**config.mk**
```make
export PLATFORM = sky130hd
export DESIGN_NAME = serial_add_sub_ctrl_flat
export DESIGN_NICKNAME = d
export VERILOG_FILES = /design/src/rtl/serial_add_sub_ctrl_if.sv /design/src/rtl/serial_add_sub_ctrl.sv /design/src/flat_wrapper.sv
export SDC_FILE = /design/constraint.sdc
export NUM_CORES = 1
export LEC_CHECK = 0
export ABC_CLOCK_PERIOD_IN_PS = 2100
export BUFFER_PORTS_ARGS = -buffer_cell sky130_fd_sc_hd__buf_2
export CORE_MARGIN = 2
export CORE_UTILIZATION = 40
export DETAILED_ROUTE_END_ITERATION = 10
export HOLD_SLACK_MARGIN = 0.15
export PLACE_DENSITY_LB_ADDON = 0.05
export SLEW_MARGIN = 20
export SYNTH_ARGS = -nofsm -noshare
export SYNTH_HDL_FRONTEND = slang
export SYNTH_SLANG_ARGS = --single-unit
```
**constraint.sdc**
```tcl
create_clock -name clk -period 2.1 [get_ports clk]
set_clock_uncertainty 0.05 [all_clocks]
set_input_delay 0.105 -clock clk [delete_from_list [all_inputs] [get_ports clk]]
set_output_delay 0.105 -clock clk [all_outputs]
set_load 0.005 [all_outputs]
```
**src/rtl/serial_add_sub_ctrl_if.sv**
```systemverilog
// Operand/result handshake bundle for the bit-serial adder/subtractor.
// The slave modport is the arithmetic block; the master modport is the operand source and result sink.
interface serial_add_sub_ctrl_if #(
   parameter int WIDTH = 8
);
   logic             in_valid;
   logic             in_ready;
   logic [WIDTH-1:0] op_a;
   logic [WIDTH-1:0] op_b;
   logic             sub;
   logic             out_valid;
   logic             out_ready;
   logic [WIDTH-1:0] result;
   logic             carry_out;
   logic             overflow;
   logic             busy;

   modport slave (
      input  in_valid,
      input  op_a,
      input  op_b,
      input  sub,
      input  out_ready,
      output in_ready,
      output out_valid,
      output result,
      output carry_out,
      output overflow,
      output busy
   );

   modport master (
      output in_valid,
      output op_a,
      output op_b,
      output sub,
      output out_ready,
      input  in_ready,
      input  out_valid,
      input  result,
      input  carry_out,
      input  overflow,
      input  busy
   );
endinterface

```
**src/rtl/serial_add_sub_ctrl.sv**
```systemverilog
// Bit-serial adder/subtractor: one full-adder cell (two half adders + OR) stepped across WIDTH bits,
// with a valid/ready operand intake and a held valid/ready result.
module serial_add_sub_ctrl #(
   parameter int WIDTH = 8
) (
   input  logic                   clk,
   input  logic                   rst_n,
   serial_add_sub_ctrl_if.slave   io_bus
);

   localparam int IDX_W = (WIDTH > 2) ? $clog2(WIDTH) : 1;
   localparam logic [IDX_W-1:0] LAST_IDX = IDX_W'(WIDTH - 1);

   typedef enum logic [1:0] {
      S_IDLE = 2'd0,
      S_RUN  = 2'd1,
      S_HOLD = 2'd2
   } state_t;

   // {carry, sum}
   function automatic logic [1:0] half_add(input logic a, input logic b);
      return {a & b, a ^ b};
   endfunction

   state_t           r_state;
   state_t           w_next_state;

   logic [WIDTH-1:0] r_a;
   logic [WIDTH-1:0] r_b;
   logic [WIDTH-1:0] r_res;
   logic             r_carry;
   logic [IDX_W-1:0] r_idx;
   logic             r_msb_cin;
   logic             r_carry_out;

   logic [1:0]       w_ha1;
   logic [1:0]       w_ha2;
   logic             w_sum;
   logic             w_cout;
   logic             w_accept;
   logic             w_last_bit;

   // Full-adder cell built from two half adders.
   always_comb begin
      w_ha1  = half_add(r_a[0], r_b[0]);
      w_ha2  = half_add(w_ha1[0], r_carry);
      w_sum  = w_ha2[0];
      w_cout = w_ha1[1] | w_ha2[1];
   end

   assign w_accept   = (r_state == S_IDLE) && io_bus.in_valid;
   assign w_last_bit = (r_idx == LAST_IDX);

   // NOTE: sequential state uses non-blocking assignments so every register samples pre-edge values.
   always_ff @(posedge clk or negedge rst_n) begin
      if (!rst_n) begin
         r_state <= S_IDLE;
      end else begin
         r_state <= w_next_state;
      end
   end

   // NOTE: every combinational output gets a default first so no path leaves it unassigned (no latch).
   always_comb begin
      w_next_state = r_state;
      unique case (r_state)
         S_IDLE: if (io_bus.in_valid)  w_next_state = S_RUN;
         S_RUN:  if (w_last_bit)       w_next_state = S_HOLD;
         S_HOLD: if (io_bus.out_ready) w_next_state = S_IDLE;
         default:                      w_next_state = S_IDLE;
      endcase
   end

   always_comb begin
      io_bus.in_ready  = 1'b0;
      io_bus.out_valid = 1'b0;
      io_bus.busy      = 1'b0;
      unique case (r_state)
         S_IDLE: io_bus.in_ready = 1'b1;
         S_RUN:  io_bus.busy     = 1'b1;
         S_HOLD: begin
            io_bus.out_valid = 1'b1;
            io_bus.busy      = 1'b1;
         end
         default: io_bus.in_ready = 1'b0;
      endcase
   end

   // NOTE: the datapath registers are reset too, since result/carry/overflow must read 0 after reset.
   always_ff @(posedge clk or negedge rst_n) begin
      if (!rst_n) begin
         r_a         <= '0;
         r_b         <= '0;
         r_res       <= '0;
         r_carry     <= 1'b0;
         r_idx       <= '0;
         r_msb_cin   <= 1'b0;
         r_carry_out <= 1'b0;
      end else if (w_accept) begin
         // Subtraction is A + ~B + 1: invert B and preload the carry.
         r_a         <= io_bus.op_a;
         r_b         <= io_bus.sub ? ~io_bus.op_b : io_bus.op_b;
         r_carry     <= io_bus.sub;
         r_idx       <= '0;
         r_res       <= '0;
         r_msb_cin   <= 1'b0;
         r_carry_out <= 1'b0;
      end else if (r_state == S_RUN) begin
         r_res   <= {w_sum, r_res[WIDTH-1:1]};
         r_a     <= r_a >> 1;
         r_b     <= r_b >> 1;
         r_carry <= w_cout;
         r_idx   <= r_idx + IDX_W'(1);
         if (w_last_bit) begin
            r_msb_cin   <= r_carry;
            r_carry_out <= w_cout;
         end
      end
   end

   assign io_bus.result    = r_res;
   assign io_bus.carry_out = r_carry_out;
   assign io_bus.overflow  = r_msb_cin ^ r_carry_out;

endmodule
```
**src/flat_wrapper.sv**
```systemverilog
// flat-port wrapper written by rule: the top's interface ports become plain ports
module serial_add_sub_ctrl_flat 
#(
   parameter int WIDTH = 8
)
  (clk, rst_n, io_bus_in_valid, io_bus_op_a, io_bus_op_b, io_bus_sub, io_bus_out_ready, io_bus_in_ready, io_bus_out_valid, io_bus_result, io_bus_carry_out, io_bus_overflow, io_bus_busy);
  serial_add_sub_ctrl_if #(.WIDTH(WIDTH)) io_bus_i ();
  input  logic clk;
  input  logic rst_n;
  input wire logic [$bits(io_bus_i.in_valid)-1:0] io_bus_in_valid;
  input wire logic [$bits(io_bus_i.op_a)-1:0] io_bus_op_a;
  input wire logic [$bits(io_bus_i.op_b)-1:0] io_bus_op_b;
  input wire logic [$bits(io_bus_i.sub)-1:0] io_bus_sub;
  input wire logic [$bits(io_bus_i.out_ready)-1:0] io_bus_out_ready;
  output wire logic [$bits(io_bus_i.in_ready)-1:0] io_bus_in_ready;
  output wire logic [$bits(io_bus_i.out_valid)-1:0] io_bus_out_valid;
  output wire logic [$bits(io_bus_i.result)-1:0] io_bus_result;
  output wire logic [$bits(io_bus_i.carry_out)-1:0] io_bus_carry_out;
  output wire logic [$bits(io_bus_i.overflow)-1:0] io_bus_overflow;
  output wire logic [$bits(io_bus_i.busy)-1:0] io_bus_busy;
  assign io_bus_i.in_valid = io_bus_in_valid;
  assign io_bus_i.op_a = io_bus_op_a;
  assign io_bus_i.op_b = io_bus_op_b;
  assign io_bus_i.sub = io_bus_sub;
  assign io_bus_i.out_ready = io_bus_out_ready;
  assign io_bus_in_ready = io_bus_i.in_ready;
  assign io_bus_out_valid = io_bus_i.out_valid;
  assign io_bus_result = io_bus_i.result;
  assign io_bus_carry_out = io_bus_i.carry_out;
  assign io_bus_overflow = io_bus_i.overflow;
  assign io_bus_busy = io_bus_i.busy;
  serial_add_sub_ctrl #(.WIDTH(WIDTH)) u_core (.clk(clk), .rst_n(rst_n), .io_bus(io_bus_i));
endmodule
```
### After elaboration in Yosys (flattened, before gate mapping)

Index checks and enable logic that the tools add are counted.

* flip-flop bits (word level): 32
* input bits: 21
* output and inout bits: 13
* logic and storage cells: 53

* $add $sub $neg: 1
* equal/unequal tests: 6
* muxes and demuxes: 24
* bitwise operators: 7
* reduce and logical (&&, ||, !) cells: 7

Operators with widths (number)
* 2-to-1 mux 8 bit: 7
* 2-to-1 mux 1 bit: 11
* NOT 8 bit: 1
* 2-to-1 mux 2 bit: 3
* 2-to-1 mux 3 bit: 2
* one-hot mux 2 bit (3 select lines): 1
* inequality test 2 bit (second input constant): 2
* nonzero test 2 bit: 2
* adder 3 x 1 -> 3 bit (second input constant): 1
* equality test 3 bit (second input constant): 1
* AND reduction 3 bit: 1
* XOR 1 bit: 3
* AND 1 bit: 2
* equality test 2 x 1 -> 1 bit (second input constant): 1
* equality test 2 bit (second input constant): 1
* zero test 2 bit: 1
* inequality test 2 x 1 -> 1 bit (second input constant): 1
* AND reduction 2 bit: 1
* OR reduction 2 bit: 1
* logical AND 1 bit: 1
* OR 1 bit: 1

### Longest topological paths before layout

Gate-level depths: netlist (run 1).

* depth in word-level cells: 6
* depth in mapped cells: 7
* mapped depth without buffers: 5

### Least setup slack after synthesis (run 1)

Ideal clock, no wire load.

* path type: reg-to-reg
* start: reg u_core.r_state[1]
* end: reg u_core.r_state[0]
* library setup time: 0.125 ns
* data arrival time: 1.467 ns
* required time: 1.925 ns
* path slack: 0.458 ns
* cell stages (with the launch flop): 6
* buffers on the path: 1
* period minus slack after synthesis: 1.642 ns
* cells stage by stage: dfrtp_1 > inv_1 > ha_1 > buf_6 > a222oi_1 > mux2_2

* word-level cells in the longest chain between the ends: 3
* elaborated cells between the ends (all ways): 8
* classes of those cells: eq/ne (5); mux (1); reduce/logical (2)

RTL lines
* start: declaration: RTL line serial_add_sub_ctrl.sv:25 `state_t r_state;`
* start signal: assignment: RTL line serial_add_sub_ctrl.sv:59 `r_state <= w_next_state;`
* equality test 2 x 1 -> 1 bit (tied with other cells): RTL line serial_add_sub_ctrl.sv:66 `unique case (r_state)`
* inequality test 2 x 1 -> 1 bit (no source line) or inequality test 2 bit (tied branches)
* AND reduction 3 bit (no source line)

Several ways; a longest one is shown, not always the timed one.
A chain may end at the register's enable or synchronous reset.

### Worst setup path after layout (run 1)

* start: reg u_core.r_state[0]
* end: reg u_core.r_a[7]

* word-level cells in the longest chain between the ends: 3
* elaborated cells between the ends (all ways): 5
* classes of those cells: eq/ne (1); mux (1); reduce/logical (3)

RTL lines
* zero test 2 bit: RTL line serial_add_sub_ctrl.sv:51 `assign w_accept = (r_state == S_IDLE) && io_bus.in_valid;`
* logical AND 1 bit: RTL line serial_add_sub_ctrl.sv:51
* 2-to-1 mux 8 bit or nonzero test 2 bit (tied branches)
* end signal: assignment: RTL line serial_add_sub_ctrl.sv:101 `r_a <= io_bus.op_a;`
* end signal: assignment: RTL line serial_add_sub_ctrl.sv:110 `r_a <= r_a >> 1;`
* end: declaration: RTL line serial_add_sub_ctrl.sv:28 `logic [WIDTH-1:0] r_a;`

Several ways; a longest one is shown, not always the timed one.

==> results of run 1 <==
-- through the flow --
step                hold WS, ns  instance area, um2  instances
finish                    0.156                2080        253
global route              0.209                2080        253
CTS                       0.156                2080        253
detailed placement        0.156                1810        227
global placement          0.155                1810        227
floorplan                -0.241                1610        151
-- routing by layer --
| metal | track usage [%] | vias to the layer above | wire, um | share of wire (%) |
|---|---|---|---|---|
| li1 | - | 597 | - | - |
| met1 | 19.3 | 564 | 1300 | 43 |
| met2 | 25.2 | 35 | 1490 | 49 |
| met3 | 5.17 | 7 | 192 | 6.3 |
| met4 | 6.89 | 0 | 56 | 1.8 |
| met5 | 0 | - | 0 | 0 |
-- layout make-up --
class,count,area [um2]
Fill cell,377,1860
Inverter,8,30.0
Sequential cell,32,801
Tap cell,50,62.6
Multi-Input combinational cell,101,719
Timing Repair Buffer,55,390
Clock inverter,1,5.00
Clock buffer,6,72.6
-- repair_timing --
item / in CTS / in global routing
hold buffers: 19 / 0
hold endpoints to repair: 48 / 0
setup endpoints to repair: 0 / 0
-- power by group through the flow --
stage,registers [mW],clock network [mW],logic (mW)
after floorplan,1.00,0,0.825
after global placement,1.03,0,1.05
after detailed placement,1.04,0,1.09
after CTS,1.03,0.453,1.15
after global routing,1.06,0.489,1.27
final,1.03,0.437,1.12
-- worst min-delay path: stages --
cell and delay [ns]:
buf_2 0.18, nand2_1 0.08, o21ai_0 0.07
-- path summary, 6_finish.rpt --
| check | slack, ns | cells after the start | end |
|---|---|---|---|
| max | 0.15 | 7 | u_core.r_a[7] |
| min reg2reg | 0.48 | 2 | u_core.io_bus.result[0] |
| max in group asynchronous | 1.18 | 2 | u_core.r_a[7] |
| min | 0.16 | 3 | u_core.r_carry |
| max reg2reg | 0.15 | 7 | u_core.r_a[7] |
| min in group asynchronous | 0.36 | 2 | u_core.r_state[1] |
-- flip-flops by register name, indices dropped and copies added, names as in the netlist --
name and flops:
u_core.r_b 8, u_core.r_state 2, u_core.r_carry 1, u_core.io_bus.result 8
u_core.io_bus.carry_out 1, u_core.r_idx 3, u_core.r_a 8, u_core.r_msb_cin 1
-- cell families after synthesis --
kind of cell    after synthesis
simple gates                 37
fa+ha+maj                     8
buf+inv                      18
flops                        32
mux                          26
xor+xnor                     10
compound gates               20
-- Yosys cell counts --
cell	number	area share, %
nand2_1	21	4.9
mux2i_1	23	14
o21ai_0	16	5.0
xnor2_1	2	1.1
buf_2	4	1.2
nand3b_1	2	0.93
a222oi_1	1	0.62
and2_1	1	0.39
a211oi_1	1	0.47
dfrtp_1	32	50
inv_1	8	1.9
buf_6	2	1.4
ha_1	7	5.4
clkbuf_1	4	0.93
nor2_1	11	2.6
nand3_1	1	0.31
mux2_2	3	2.1
fa_1	1	1.2
xor2_1	8	4.4
or2_2	1	0.39
a21oi_1	2	0.62
==> results_dict.tcl, run 1 <==
set metrics [dict create \
    worstSetupStartpointType "flip-flop" \
    dp_hpwl_um 2070 \
    drc 0 \
    hold_violations 0 \
    cpLargestDelayFamily "buffers and inverters" \
    ant_nets 0 \
    netlist-cell-type-count 21 \
    viasPerCell 4.75 \
    fin_util_pct 52.8 \
    syn-instance-count 151 \
    nets 232 \
    slew_headroom_pct 52.8 \
    synth_xor_area_share_pct 5.45 \
    cts.clk_slew.worst_paths_ns 0.06 \
    cpPeakStageDelay_ns 0.54 \
    clock_latency_ns 0.28 \
    power_density_nw_per_um2 1240 \
    power.total_mw 2.58 \
    cap_violations 0 \
    grt_pass1_wl_um 5200 \
    antenna_found_initial 0 \
    finalSetupViolCount 0 \
    r2r_start "u_core.r_state[0]" \
    clock-root-buffer "clkbuf_8" \
    cts_tree "built" \
    path_cells "inv_1 -> ha_1 -> and2_1 -> buf_12 -> nand2_1 -> nand2_1 -> dlygate4sd3_1" \
    ys_warn_count 0 \
    grt.overflow.total 0 \
    grt_max_degree 45 \
    min_period_ns 1.95 \
    synth_area_per_cell_um2 10.6 \
    firstDrtPassIters 4 \
    ys_ff_latch 32 \
    grt.total_usage_pct 15.7 \
    outcome "completed" \
    areaGrowthSynthToFinish_pct 29.4 \
    worst-path-buf-inv 3 \
    peakVddDrop_v 0.000930 \
    die_y_um 67.4 \
    io_buffer_count 33 \
    layout_worst_path_cycle_share_pct 92.7 \
    finalWirelength_um 3030 \
    dr.first_iter.drc_count 43 \
    worstHoldStart "io_bus_sub" \
    final_common_cell "buf_2" \
    tightest_slew_ns 0.708 \
    final_cell_mix "33 x buf_2, 32 x dfrtp_1, 23 x mux2i_1" \
    cts_resized 0 \
    core_um2 3940 \
    num_antenna_cells 0 \
    htree_levels 2 \
    synthAdderAreaFrac_pct 6.69 \
    synthMuxAreaShare_pct 16.4 \
    pwr-share-clk_pct 17.0 \
    place_ws_ns 0.312 \
    rows 23 \
    syn_nets 180 \
    dieArea_um2 4540 \
    cp.arrival_ns 2.06 \
    slowest_stage "dlygate4sd3_1" \
    cp-startpoint "u_core.r_state[0]" \
    seq_power_share_pct 39.7 \
    synth-simple-area-share_pct 9.49 \
    post-cts-setup-buffers 0 \
    setup_ws_ns 0.154 \
    endpoint_kind "flip-flop" \
    rsz0062_at_grt "false" \
    netSwitchingFraction_pct 35.7 \
    path_common_cell "nand2_1" \
    grt_pass1_vias 1152 \
    slew_viol_final 0 \
    cts.sinks 32 \
    min_path_type "input port to flip-flop" \
    layout-drive-gt1-share_pct 22.7 \
    start_util_pct 40.8 \
    synth_compound_area_share_pct 6.69 \
    syn_area_um2 1610 \
    wire_per_inst_um 12.0 \
    synth_top_family_by_area "multiplexers" \
    internal_power_mw 1.66 \
    routabilityCongestion 0.686 \
    cp.required_ns 2.21 \
    cts_buffers 5 \
    max_freq_mhz 514 \
    clockBufferDepth 2 \
    pin_count 34 \
    p_switching_mw 0.920 \
    fin_tns_setup_ns 0 \
    crit_type "flip-flop to flip-flop" \
    pwr-share-comb_pct 43.3 \
    die_x_um 67.4 \
    seq_area_frac_synth_pct 49.8 \
    vias 1203 \
    leakage_nw 1.03 \
    crit_fanout 44 \
]
Note: power is estimated with default switching activity, not from simulation.
==> run 2: changes to the inputs <==
--- a/config.mk
+++ b/config.mk
@@ -6,5 +6,5 @@
 export NUM_CORES = 1
 export LEC_CHECK = 0
-export ABC_CLOCK_PERIOD_IN_PS = 2100
+export ABC_CLOCK_PERIOD_IN_PS = 2300
 export BUFFER_PORTS_ARGS = -buffer_cell sky130_fd_sc_hd__buf_2
 export CORE_MARGIN = 2
==> constraint.sdc (replaced) <==
create_clock -name clk -period 2.3 [get_ports clk]
set_clock_uncertainty 0.05 [all_clocks]
set_input_delay 0.115 -clock clk [delete_from_list [all_inputs] [get_ports clk]]
set_output_delay 0.115 -clock clk [all_outputs]
set_load 0.01 [all_outputs]
==> run 2 against run 1 <==
Compared with the run above:
- worst setup slack improved by 0.090 ns
- critical path depth did not move
- core utilization did not move
- clock-buffer cell count rose by 2
- total power fell by 7.5%
- clock power fell by 2%
==> results_dict.tcl, run 2 (synthesized netlist as in run 1, its figures left out) <==
set metrics [dict create \
    grt_pass1_vias 1146 \
    dr.first_iter.drc_count 69 \
    start_util_pct 40.8 \
    grt.overflow.total 0 \
    viasPerCell 4.62 \
    r2r_start "u_core.r_state[0]" \
    cp.required_ns 2.46 \
    critical_path.endpoint "u_core.r_a[7]" \
    clock-root-buffer "clkbuf_8" \
    wl_met2_um 1350 \
    antenna_found_initial 0 \
    drt-met1-wl_um 1370 \
    cts_tree "built" \
    slew_viol_final 0 \
    finalSetupViolCount 0 \
    die_y_um 67.4 \
    power_density_nw_per_um2 1150 \
    layout-drive-gt1-share_pct 22.5 \
    nets 232 \
    endpoint_kind "flip-flop" \
    fin_tns_setup_ns 0 \
    worstSetupStartpointType "flip-flop" \
    grt_pass1_wl_um 4910 \
    die_x_um 67.4 \
    crit_type "flip-flop to flip-flop" \
    clock_latency_ns 0.27 \
    grt.total_usage_pct 14.5 \
    cp.arrival_ns 2.22 \
    final_cell_mix "33 x buf_2, 32 x dfrtp_1, 23 x mux2i_1" \
    rows 23 \
    layout_worst_path_cycle_share_pct 89.4 \
    final_common_cell "buf_2" \
    cts.sinks 32 \
    cts_resized 0 \
    htree_levels 2 \
    wl_met3_um 157 \
    firstDrtPassIters 4 \
    fin_hold_ws_ns 0.175 \
    pin_count 34 \
    routabilityCongestion 0.727 \
    cp-startpoint "u_core.r_state[0]" \
    clockBufferDepth 2 \
    max_freq_mhz 486 \
    hold_violations 0 \
    cts_buffers 5 \
    num_antenna_cells 0 \
    routed.top_layer "met4" \
    wire_per_inst_um 11.5 \
    drc 0 \
    power.total_mw 2.38 \
    grt_max_degree 45 \
    r2r-end "u_core.r_a[7]" \
    rsz0062_at_grt "false" \
    areaGrowthSynthToFinish_pct 29.4 \
    min_period_ns 2.06 \
    worstRegToRegCells 7 \
    finalWirelength_um 2920 \
    min_path_type "input port to flip-flop" \
    dieArea_um2 4540 \
    leakage_nw 1.03 \
    place_area_um2 1800 \
    vias 1173 \
    io_buffer_count 33 \
    core_um2 3940 \
    crit_fanout 44 \
    slew_headroom_pct 52.9 \
    outcome "completed" \
    finalInstanceArea_um2 2080 \
    peakVddDrop_v 0.000851 \
    cts.clk_slew.worst_paths_ns 0.06 \
    dp_hpwl_um 1960 \
    tightest_slew_ns 0.706 \
    ant_nets 0 \
    fillers 357 \
    cap_violations 0 \
    rrSetupSlack_ns 0.24 \
]
-- run 2: through the flow --
step           worst slack, ns  std cells  utilization (%)
3_3_place_gp             0.598        227             45.7
5_1_grt                 0.0666        254             52.8
2_1_floorplan            0.658        151                -
3_5_place_dp             0.534        227             45.7
4_1_cts                  0.225        254             52.8
6_report                 0.244        254             52.8
-- run 2: where the power goes --
group	switching, mW	total, mW	internal [mW]
registers	0.136	0.934	0.798
logic	0.526	1.02	0.496
clock network	0.186	0.429	0.244
total	0.847	2.38	1.54
-- run 2: worst min-delay path by stage --
stage                     from                       to  slack, ns  depth (start not counted)
floorplan                rst_n  u_core.io_bus.carry_out      -0.23                          0
global placement         rst_n        u_core.r_state[1]       0.16                          1
detailed placement       rst_n        u_core.r_state[0]       0.17                          1
CTS                 io_bus_sub           u_core.r_carry       0.17                          3
global route        io_bus_sub           u_core.r_carry       0.21                          3
finish              io_bus_sub           u_core.r_carry       0.17                          3
-- run 2: what timing repair did --
item                      in CTS  in global routing
hold endpoints to repair      48                  0
setup buffers                  0                  0
hold buffers                  19                  0
-- run 2: routing by layer --
layer	up-vias	GRT usage, %
met5	-	0
met4	0	6.12
met3	7	4.33
met2	31	24.0
met1	535	17.6
li1	600	-
-- run 2: critical path, stage by stage, from the launching register on --
cell,delay [ns]
dfrtp_1,0.41
inv_1,0.12
ha_1,0.22
and2_1,0.14
buf_4,0.35
nand2_1,0.10
nand2_1,0.06
dlygate4sd3_1,0.53
-- run 2: final cells by class --
type	instances	area [um2]	area share [%]
Clock buffer	8	90.1	4.33
Tap cell	50	62.6	3.01
Timing Repair Buffer	55	378	18.2
Inverter	8	30.0	1.44
Multi-Input combinational cell	101	719	34.6
Sequential cell	32	801	38.5
==> run 3: changes to the inputs <==
ABC_CLOCK_PERIOD_IN_PS = 2000   (was 2300)
SLEW_MARGIN = 25   (was 20)
clock period = 2 ns   (was 2.3 ns; I/O delays follow)
==> run 3 against run 2 <==
Compared with the run above:
- non-clock buffer count grew 4
- fmax grew 7.0%
- wire length grew 12%
- worst hold slack gained 0.11 ns
- combinational power grew 35%
- largest power group unchanged
- highest routed layer is now met3
==> results_dict.tcl, run 3 (synthesized netlist as in run 1, its figures left out) <==
set metrics [dict create \
    place_ws_ns 0.234 \
    peakVddDrop_v 0.000813 \
    wire_per_inst_um 12.7 \
    place_area_um2 1820 \
    finalWirelength_um 3280 \
    core_um2 3940 \
    worstHoldStart "io_bus_out_ready" \
    layout_worst_path_cycle_share_pct 96.1 \
    slew_viol_final 0 \
    antenna_found_initial 0 \
    grt_max_degree 45 \
    cp.required_ns 2.11 \
    cts.clk_slew.worst_paths_ns 0.06 \
    finalInstanceArea_um2 2180 \
    die_x_um 67.4 \
    htree_levels 2 \
    min_path_type "input port to flip-flop" \
    io_buffer_count 33 \
    cts.sinks 32 \
    r2r_start "u_core.r_state[1]" \
    worst-path-buf-inv 3 \
    areaGrowthSynthToFinish_pct 35.6 \
    slew_headroom_pct 52.1 \
    dp_hpwl_um 1910 \
    num_antenna_cells 0 \
    pin_count 34 \
    endpoint_kind "flip-flop" \
    routabilityCongestion 0.730 \
    grt.overflow.total 0 \
    crit_fanout 16 \
    worstSetupStartpointType "flip-flop" \
    ant_nets 0 \
    max_freq_mhz 520 \
    min_period_ns 1.92 \
    hold_violations 0 \
    dr.first_iter.drc_count 75 \
    clockBufferDepth 2 \
    vias 1229 \
    cap_violations 0 \
    clock-root-buffer "clkbuf_8" \
    dieArea_um2 4540 \
    grt_pass1_vias 1168 \
    fillers 361 \
    crit_type "flip-flop to flip-flop" \
    netSwitchingFraction_pct 35.3 \
    fin_tns_setup_ns 0 \
    cts_tree "built" \
    slowest_stage "dlygate4sd3_1" \
    cts_buffers 5 \
    p_switching_mw 1.04 \
    start_util_pct 40.8 \
    pwr-share-comb_pct 46.7 \
    die_y_um 67.4 \
    path_cells "inv_1 -> ha_2 -> buf_12 -> nand3b_1 -> o21ai_0 -> dlygate4sd3_1" \
    viasPerCell 4.76 \
    outcome "completed" \
    layout-drive-gt1-share_pct 25.0 \
    drc 0 \
    grt_pass1_wl_um 5120 \
    cp.arrival_ns 2.03 \
    clock_latency_ns 0.27 \
    cp-startpoint "u_core.r_state[1]" \
    nets 236 \
    final_cell_mix "33 x buf_2, 32 x dfrtp_1, 23 x mux2i_1" \
    power_density_nw_per_um2 1350 \
    setup_ws_ns 0.0778 \
    fin_util_pct 55.3 \
    tightest_slew_ns 0.719 \
    internal_power_mw 1.91 \
    grt.total_usage_pct 15.1 \
    cpLargestDelayFamily "buffers and inverters" \
    leakage_nw 1.07 \
    rows 23 \
    cpPeakStageDelay_ns 0.56 \
    finalSetupViolCount 0 \
    final_common_cell "buf_2" \
    pwr-share-clk_pct 17.1 \
    firstDrtPassIters 4 \
    fin_hold_ws_ns 0.281 \
    seq_power_share_pct 36.2 \
]
[run 3: cell count changes in the layout (fill, tap and decap cells not counted), sizes merged]
| cell | delta |
|---|---|
| clkbuf | +2 |
| buf | +1 |
| dlygate4sd3 | +1 |
[run 3: layer usage]
metal	global-route usage [%]	wire length [um]	vias up
li1	-	-	608
met1	18.7	1500	592
met2	25.2	1640	29
met3	5.00	140	0
met4	3.83	0	0
met5	0	0	-
[run 3: worst min-delay path: cells and delay by family]
family | cells | cell delay (ns)
AOI/OAI and AO/OA | 1 | 0.10
buffers and inverters | 2 | 0.14
muxes | 1 | 0.23
[run 3: what timing repair did]
action                                 CTS  global route
resized for setup                        0             3
setup endpoints to repair                0             2
setup buffers                            0             2
hold buffers                            20             0
endpoints found under the hold margin   49             0
[run 3: through the flow]
stage / instances / power (mW)
5_1_grt: 258 / 3.19
3_3_place_gp: 226 / 2.22
3_5_place_dp: 226 / 2.27
4_1_cts: 254 / 2.84
2_1_floorplan: 151 / 1.96
6_report: 258 / 2.95
[run 3: path summary, 6_finish.rpt]
check / end / slack (ns) / cells past startpoint
hold reg to reg: u_core.io_bus.result[0] / 0.48 / 2
min in group asynchronous: u_core.r_state[0] / 0.36 / 2
setup reg to reg: u_core.r_b[7] / 0.08 / 6
hold / removal: u_core.r_state[0] / 0.28 / 4
max in group asynchronous: u_core.r_a[1] / 1.08 / 2
setup / recovery: u_core.r_b[7] / 0.08 / 6
[run 3: power groups by stage]
stage | Combinational (mW) | Sequential (mW) | Clock, mW
final | 1.38 | 1.07 | 0.504
after CTS | 1.24 | 1.08 | 0.523
after floorplan | 0.887 | 1.07 | 0
after detailed placement | 1.18 | 1.09 | 0
after global routing | 1.53 | 1.10 | 0.554
after global placement | 1.14 | 1.08 | 0
[run 3: cell type report]
class	count	area, um2	area share [%]
Tap cell	50	62.6	2.87
Timing Repair Buffer	59	470	21.6
Sequential cell	32	801	36.7
Multi-Input combinational cell	101	726	33.3
Clock buffer	8	90.1	4.13
Inverter	8	30.0	1.38
